`config.mk`:
```
export PLATFORM = sky130hd
export DESIGN_NAME = rv32e_lsu
export DESIGN_NICKNAME = d
export VERILOG_FILES = /design/src/rtl/rv32e_lsu_pkg.sv /design/src/rtl/rv32e_lsu_align.sv /design/src/rtl/rv32e_lsu.sv
export SDC_FILE = /design/constraint.sdc
export NUM_CORES = 1
export LEC_CHECK = 0
export CORE_ASPECT_RATIO = 0.7
export CORE_MARGIN = 4
export CORE_UTILIZATION = 26
export CTS_BUF_LIST = sky130_fd_sc_hd__clkbuf_4 sky130_fd_sc_hd__clkbuf_8
export CTS_CLUSTER_SIZE = 40
export DETAILED_ROUTE_END_ITERATION = 16
export PLACE_DENSITY = 0.59
export SKIP_LAST_GASP = 1
export SLEW_MARGIN = 20
export SYNTH_ARGS = -nofsm -noshare
export SYNTH_HDL_FRONTEND = slang
export SYNTH_SLANG_ARGS = --single-unit
```
`constraint.sdc`:
```
create_clock -name clk -period 3.85 [get_ports clk]
set_input_delay 0.77 -clock clk [delete_from_list [all_inputs] [get_ports clk]]
set_output_delay 0.77 -clock clk [all_outputs]
set_load 0.1 [all_outputs]
```
`src/rtl/rv32e_lsu_pkg.sv`:
```
// Shared encodings for the RV32E load/store unit: funct3 values, FSM states
// and fault cause codes.
package rv32e_lsu_pkg;

  localparam logic [2:0] F3_B  = 3'b000;
  localparam logic [2:0] F3_H  = 3'b001;
  localparam logic [2:0] F3_W  = 3'b010;
  localparam logic [2:0] F3_BU = 3'b100;
  localparam logic [2:0] F3_HU = 3'b101;

  localparam logic [1:0] CAUSE_MISALIGN = 2'b01;
  localparam logic [1:0] CAUSE_ILLEGAL  = 2'b10;
  localparam logic [1:0] CAUSE_TIMEOUT  = 2'b11;

  typedef enum logic [1:0] {
    S_IDLE = 2'b00,
    S_MEM  = 2'b01,
    S_WB   = 2'b10
  } lsu_state_t;

endpackage

```
`src/rtl/rv32e_lsu_align.sv`:
```
// Byte-lane steering: replicates store data into lanes with matching strobes,
// and extracts/extends the addressed byte or half of a load word.
module rv32e_lsu_align
  import rv32e_lsu_pkg::*;
(
  input  logic [2:0]  funct3,
  input  logic [1:0]  ea_lo,
  input  logic [31:0] st_data,
  input  logic [31:0] ld_word,
  output logic [31:0] st_wdata,
  output logic [3:0]  st_wstrb,
  output logic [31:0] ld_data
);

  logic [31:0] ld_shift;

  assign ld_shift = ld_word >> {ea_lo, 3'b000};

  always_comb begin
    st_wdata = st_data;
    st_wstrb = 4'b1111;
    case (funct3[1:0])
      2'b00: begin
        st_wdata = {4{st_data[7:0]}};
        st_wstrb = 4'b0001 << ea_lo;
      end
      2'b01: begin
        st_wdata = {2{st_data[15:0]}};
        st_wstrb = 4'b0011 << ea_lo;
      end
      default: ;
    endcase
  end

  always_comb begin
    ld_data = ld_word;
    case (funct3)
      F3_B:    ld_data = {{24{ld_shift[7]}}, ld_shift[7:0]};
      F3_H:    ld_data = {{16{ld_shift[15]}}, ld_shift[15:0]};
      F3_BU:   ld_data = {24'h0, ld_shift[7:0]};
      F3_HU:   ld_data = {16'h0, ld_shift[15:0]};
      default: ;
    endcase
  end

endmodule

```
`src/rtl/rv32e_lsu.sv`:
```
// RV32E load/store unit: checks and issues one access at a time on a valid/ready
// memory bus, writes aligned load data to the register file, flags faults.
module rv32e_lsu
  import rv32e_lsu_pkg::*;
#(
  parameter int TIMEOUT = 255
) (
  input  logic        clk,
  input  logic        rst_n,
  input  logic        req_valid,
  output logic        req_ready,
  input  logic        req_is_store,
  input  logic [2:0]  req_funct3,
  input  logic [31:0] req_base,
  input  logic [31:0] req_offset,
  input  logic [31:0] req_wdata,
  input  logic [3:0]  req_rd,
  output logic        mem_valid,
  input  logic        mem_ready,
  output logic [31:0] mem_addr,
  output logic [31:0] mem_wdata,
  output logic [3:0]  mem_wstrb,
  input  logic [31:0] mem_rdata,
  output logic [3:0]  rd_addr,
  output logic [31:0] rd_data,
  output logic        rd_we,
  output logic        exc_valid,
  output logic [1:0]  exc_cause,
  output logic [31:0] exc_addr
);

  localparam int CNT_W = (TIMEOUT < 2) ? 1 : $clog2(TIMEOUT + 1);
  localparam logic [CNT_W-1:0] CNT_LAST = CNT_W'((TIMEOUT > 0) ? TIMEOUT - 1 : 0);

  lsu_state_t       state, state_nxt;
  logic [CNT_W-1:0] cnt;
  logic             accept, illegal_p0, misalign_p0, fault_p0, timeout_hit;
  logic [31:0]      ea_p0;

  logic [31:0] ea_p1, wdata_p1;
  logic [2:0]  funct3_p1;
  logic [3:0]  rd_p1;
  logic        is_store_p1;
  logic [31:0] rd_data_p2;
  logic [31:0] st_wdata, ld_data;
  logic [3:0]  st_wstrb;

  assign ea_p0  = req_base + req_offset;
  assign accept = req_valid && (state == S_IDLE);

  always_comb begin
    illegal_p0 = 1'b1;
    case (req_funct3)
      F3_B, F3_H, F3_W: illegal_p0 = 1'b0;
      F3_BU, F3_HU:     illegal_p0 = req_is_store;
      default:          illegal_p0 = 1'b1;
    endcase
    misalign_p0 = ((req_funct3[1:0] == 2'b01) && ea_p0[0]) ||
                  ((req_funct3[1:0] == 2'b10) && (ea_p0[1:0] != 2'b00));
    fault_p0    = illegal_p0 || misalign_p0;
  end

  always_comb begin
    state_nxt   = state;
    timeout_hit = 1'b0;
    case (state)
      S_IDLE: if (accept && !fault_p0) state_nxt = S_MEM;
      S_MEM: begin
        // A ready arriving on the expiry cycle still completes the access.
        if (mem_ready) begin
          state_nxt = is_store_p1 ? S_IDLE : S_WB;
        end else if ((TIMEOUT != 0) && (cnt == CNT_LAST)) begin
          timeout_hit = 1'b1;
          state_nxt   = S_IDLE;
        end
      end
      S_WB:    state_nxt = S_IDLE;
      default: state_nxt = S_IDLE;
    endcase
  end

  always_ff @(posedge clk or negedge rst_n) begin
    if (!rst_n) state <= S_IDLE;
    else        state <= state_nxt;
  end

  // p0 -> p1: latch the accepted request; p1 -> p2: capture load lane
  always_ff @(posedge clk or negedge rst_n) begin
    if (!rst_n) begin
      cnt         <= '0;
      ea_p1       <= '0;
      wdata_p1    <= '0;
      funct3_p1   <= '0;
      rd_p1       <= '0;
      is_store_p1 <= 1'b0;
      rd_data_p2  <= '0;
      exc_valid   <= 1'b0;
      exc_cause   <= '0;
      exc_addr    <= '0;
    end else begin
      exc_valid <= 1'b0;
      if ((state == S_MEM) && !mem_ready) cnt <= cnt + 1'b1;
      else                                cnt <= '0;
      if (accept && !fault_p0) begin
        ea_p1       <= ea_p0;
        wdata_p1    <= req_wdata;
        funct3_p1   <= req_funct3;
        rd_p1       <= req_rd;
        is_store_p1 <= req_is_store;
      end
      if (accept && fault_p0) begin
        exc_valid <= 1'b1;
        exc_cause <= illegal_p0 ? CAUSE_ILLEGAL : CAUSE_MISALIGN;
        exc_addr  <= ea_p0;
      end else if (timeout_hit) begin
        exc_valid <= 1'b1;
        exc_cause <= CAUSE_TIMEOUT;
        exc_addr  <= ea_p1;
      end
      if ((state == S_MEM) && mem_ready && !is_store_p1) rd_data_p2 <= ld_data;
    end
  end

  rv32e_lsu_align u_align (
    .funct3   (funct3_p1),
    .ea_lo    (ea_p1[1:0]),
    .st_data  (wdata_p1),
    .ld_word  (mem_rdata),
    .st_wdata (st_wdata),
    .st_wstrb (st_wstrb),
    .ld_data  (ld_data)
  );

  assign req_ready = (state == S_IDLE);
  assign mem_valid = (state == S_MEM);
  assign mem_addr  = {ea_p1[31:2], 2'b00};
  assign mem_wdata = st_wdata;
  assign mem_wstrb = is_store_p1 ? st_wstrb : 4'b0000;
  assign rd_addr   = rd_p1;
  assign rd_data   = rd_data_p2;
  assign rd_we     = (state == S_WB) && (rd_p1 != 4'd0);

endmodule

```
==> results of run 1 <==
[sequential cells by signal (all words and copies together) (netlist names), 3 cells and up]
name / flops
funct3_p1: 3
wdata_p1: 32
rd_addr: 4
ea_p1: 32
cnt: 8
exc_addr: 32
rd_data: 32
[area by class of cell]
type                    count  share of cell area
well taps                 427              0.0442
multi-input cells         661               0.368
flip-flops and latches    149               0.309
inverters                  13             0.00404
repair buffers            301               0.242
clock buffers              19              0.0211
clock inverters            13              0.0121
[cell families (layout without fill, tap and decap cells)]
logic type / Yosys count / count (layout) / synth area share
buffers and inverters: 106 / 346 / 0.0652
muxes: 95 / 95 / 0.120
and+or+nand+nor: 229 / 229 / 0.116
adders and majority gates: 34 / 34 / 0.0497
AOI/OAI and AO/OA: 265 / 265 / 0.184
other: 1 / 2 / 0.000431
DFF: 149 / 149 / 0.428
xor gates and xnor gates: 36 / 36 / 0.0362
[stage by stage]
stage / setup TNS (ns) / utilization
floorplan: 0 / -
CTS: 0 / 0.370
detailed placement: -0.165 / 0.357
global route: 0 / 0.370
global placement: 0 / 0.357
finish: 0 / 0.370
[worst reg2reg max path: stages, from the launching register on]
cell and delay [ns]:
dfrtp_2 0.61, nor2_1 0.85, and3b_1 0.55, nor3_2 0.06
buf_4 0.21, a21oi_1 0.18
[Yosys cell counts (all sizes together), types with 7 or more instances]
cell    number
a31oi        7
xnor2       15
mux2        68
dfrtp      149
nand2       97
mux2i       26
o21ai       75
nor2        69
nand3       16
buf         49
xor2        21
inv         13
a21oi       95
ha          33
a21o        12
clkbuf      44
a211oi      18
o22ai       18
and2        17
[layout by cell type, fill, tap and decap left out, types with 16 or more instances in the layout]
| cell type | netlist | final |
|---|---|---|
| o21ai_0 | 71 | 63 |
| clkdlybuf4s50_1 | 0 | 246 |
| xor2_1 | 21 | 21 |
| ha_1 | 33 | 33 |
| a211oi_1 | 16 | 16 |
| nor2_1 | 69 | 67 |
| clkbuf_8 | 0 | 18 |
| o22ai_1 | 18 | 18 |
| mux2_2 | 68 | 68 |
| mux2i_1 | 26 | 26 |
| buf_4 | 40 | 50 |
| dfrtp_1 | 149 | 148 |
| nand2_1 | 97 | 97 |
| a21oi_1 | 95 | 95 |
[how the worst max path moves through the flow]
stage | start | to | slack [ns] | depth (start not counted)
after floorplan | funct3_p1[0] | mem_wdata[24] | 0.58 | 4
after global placement | req_base[0] | exc_addr[28] | 0.02 | 11
after detailed placement | req_base[0] | exc_addr[28] | -0.08 | 11
after CTS | funct3_p1[1] | mem_wdata[13] | 0.43 | 3
after global routing | req_base[0] | exc_addr[28] | 0.30 | 11
final | req_base[0] | exc_addr[28] | 0.46 | 11
[per-layer routing]
metal  up-vias  global-route usage  share of wire
met1      3634               0.236           0.49
met2       218               0.238           0.43
met4         0              0.0324          0.011
li1       3685                   -              -
met5         -                   0              0
met3        17              0.0501          0.065
==> reports/metrics.cfg, run 1 <==
[timing]
fmax_ghz = 0.295
finalClockSkew_ns = 0.0195
report.final.slew_viol_count = 0
rsz0062_at_grt = no
relSlewSlack = 0.259
whs_ns = 0.275
setup_ws_ns = 0.456
period_minus_slack_ns = 3.39
worst_slew_pin_slew_ns = 1.11
setup_viol = 0
period_share = 0.882
finalHoldViolations = 0

[cts]
cts_tree = done
cts_resized = 0
clock_latency_ns = 0.48
htree_levels = 4
clock_sinks = 149
clockBufferDepth = 2
cts.clk_slew.worst_paths_ns = 0.10
hold_buffers = 0
clockRootBuffer = clkbuf_8
postCtsSetupBuffers = 0
cts_buffers = 17

[finish]
final_cells = 1583
drive_gt1_frac = 0.147
layout.nets = 1317
nFillCells = 3339
stdcell_area_sq_um = 12100
area_growth_syn_to_layout_pct = 38.8
multi_input_area_sq_um = 4440
ff_latch_area_sq_um = 3730
num_antenna_cells = 0

[drt]
drc = 0
drt_iter0_markers = 515
vias = 7554
post_drt_wl_per_cell_um = 18.9
ant_nets = 0
vias_per_cell = 4.77
wl_mm = 29.9
first_pass_iters = 5

[synthesis]
synth-seq-cells = 149
ys_warn_count = 0
yosysSeqAreaShare = 0.428
synthTopCellsByArea = dfrtp_1, mux2_2, a21oi_1
synth_flop_cell = dfrtp_1
synth_cells = 915
synth_top_area_share = 0.428
syn_area_per_cell_sq_um = 9.52
synthDistinctLibCells = 65
postSynth.asyncResetShare = 1.00
synth_edf_count = 0
yosys.area.top_type = dfrtp_1
netlist_area_sq_um = 8710

[critical_path]
max_stage_delay_ns = 0.45
path_buf_inv = 1
critPathKind = input pin to flip-flop
crit_arrival_ns = 3.76
critPathTopFamily = compound AO/OA/AOI/OAI gates
worstReg2RegStart = funct3_p1[1]
worstPathRequired_ns = 4.21
r2r_end = rd_data[18]
crit_chain = clkdlybuf4s50_1, ha_1, fa_1, a21oi_1, o21ai_0, a21oi_1, o2111ai_1, a21o_1, a41oi_2, xnor2_1, mux2_2
start_kind = input pin
worstSetupEndpointType = flip-flop
ff2ff_setup_slack_ns = 1.34
rr_worst_depth = 5
crit_fanout = 4
cp_common_cell = a21oi_1
crit_slowest_cell = fa_1

[place]
hpwl_mm = 22.8
dpl_cell_area_sq_um = 11700
io_buffers = 279
dp.cells = 1551
gp_congestion = 0.861
dpl_worst_slack_ns = -0.0757

[floorplan]
dieArea_sq_um = 36500
die_h_um = 161
io_pins = 282
fp-row-count = 55
core_sq_um = 32700
die_x_um = 227
start_util = 0.266

[global_route]
overflow = 0
grt.total_usage = 0.162
grt_max_degree = 65
antenna_found_initial = 0
grt_pass1_wl_mm = 46.0
first_global_vias = 7720

[status]
outcome = completed

[worst_hold_path]
hp-class = input pin to asynchronous set/reset pin

[flow_run]
drv_cap = 0

Power of run 1 is not shown: default switching activity piles up to over one toggle a cycle in this logic, so the estimate is an artifact.
==> run 2: changes to the inputs <==
- CAP_MARGIN: not set -> 20
==> results of run 2 <==
The final DEF is identical to that of run 1; final timing and power are the same.
Power of run 2 is left out for the same reason.
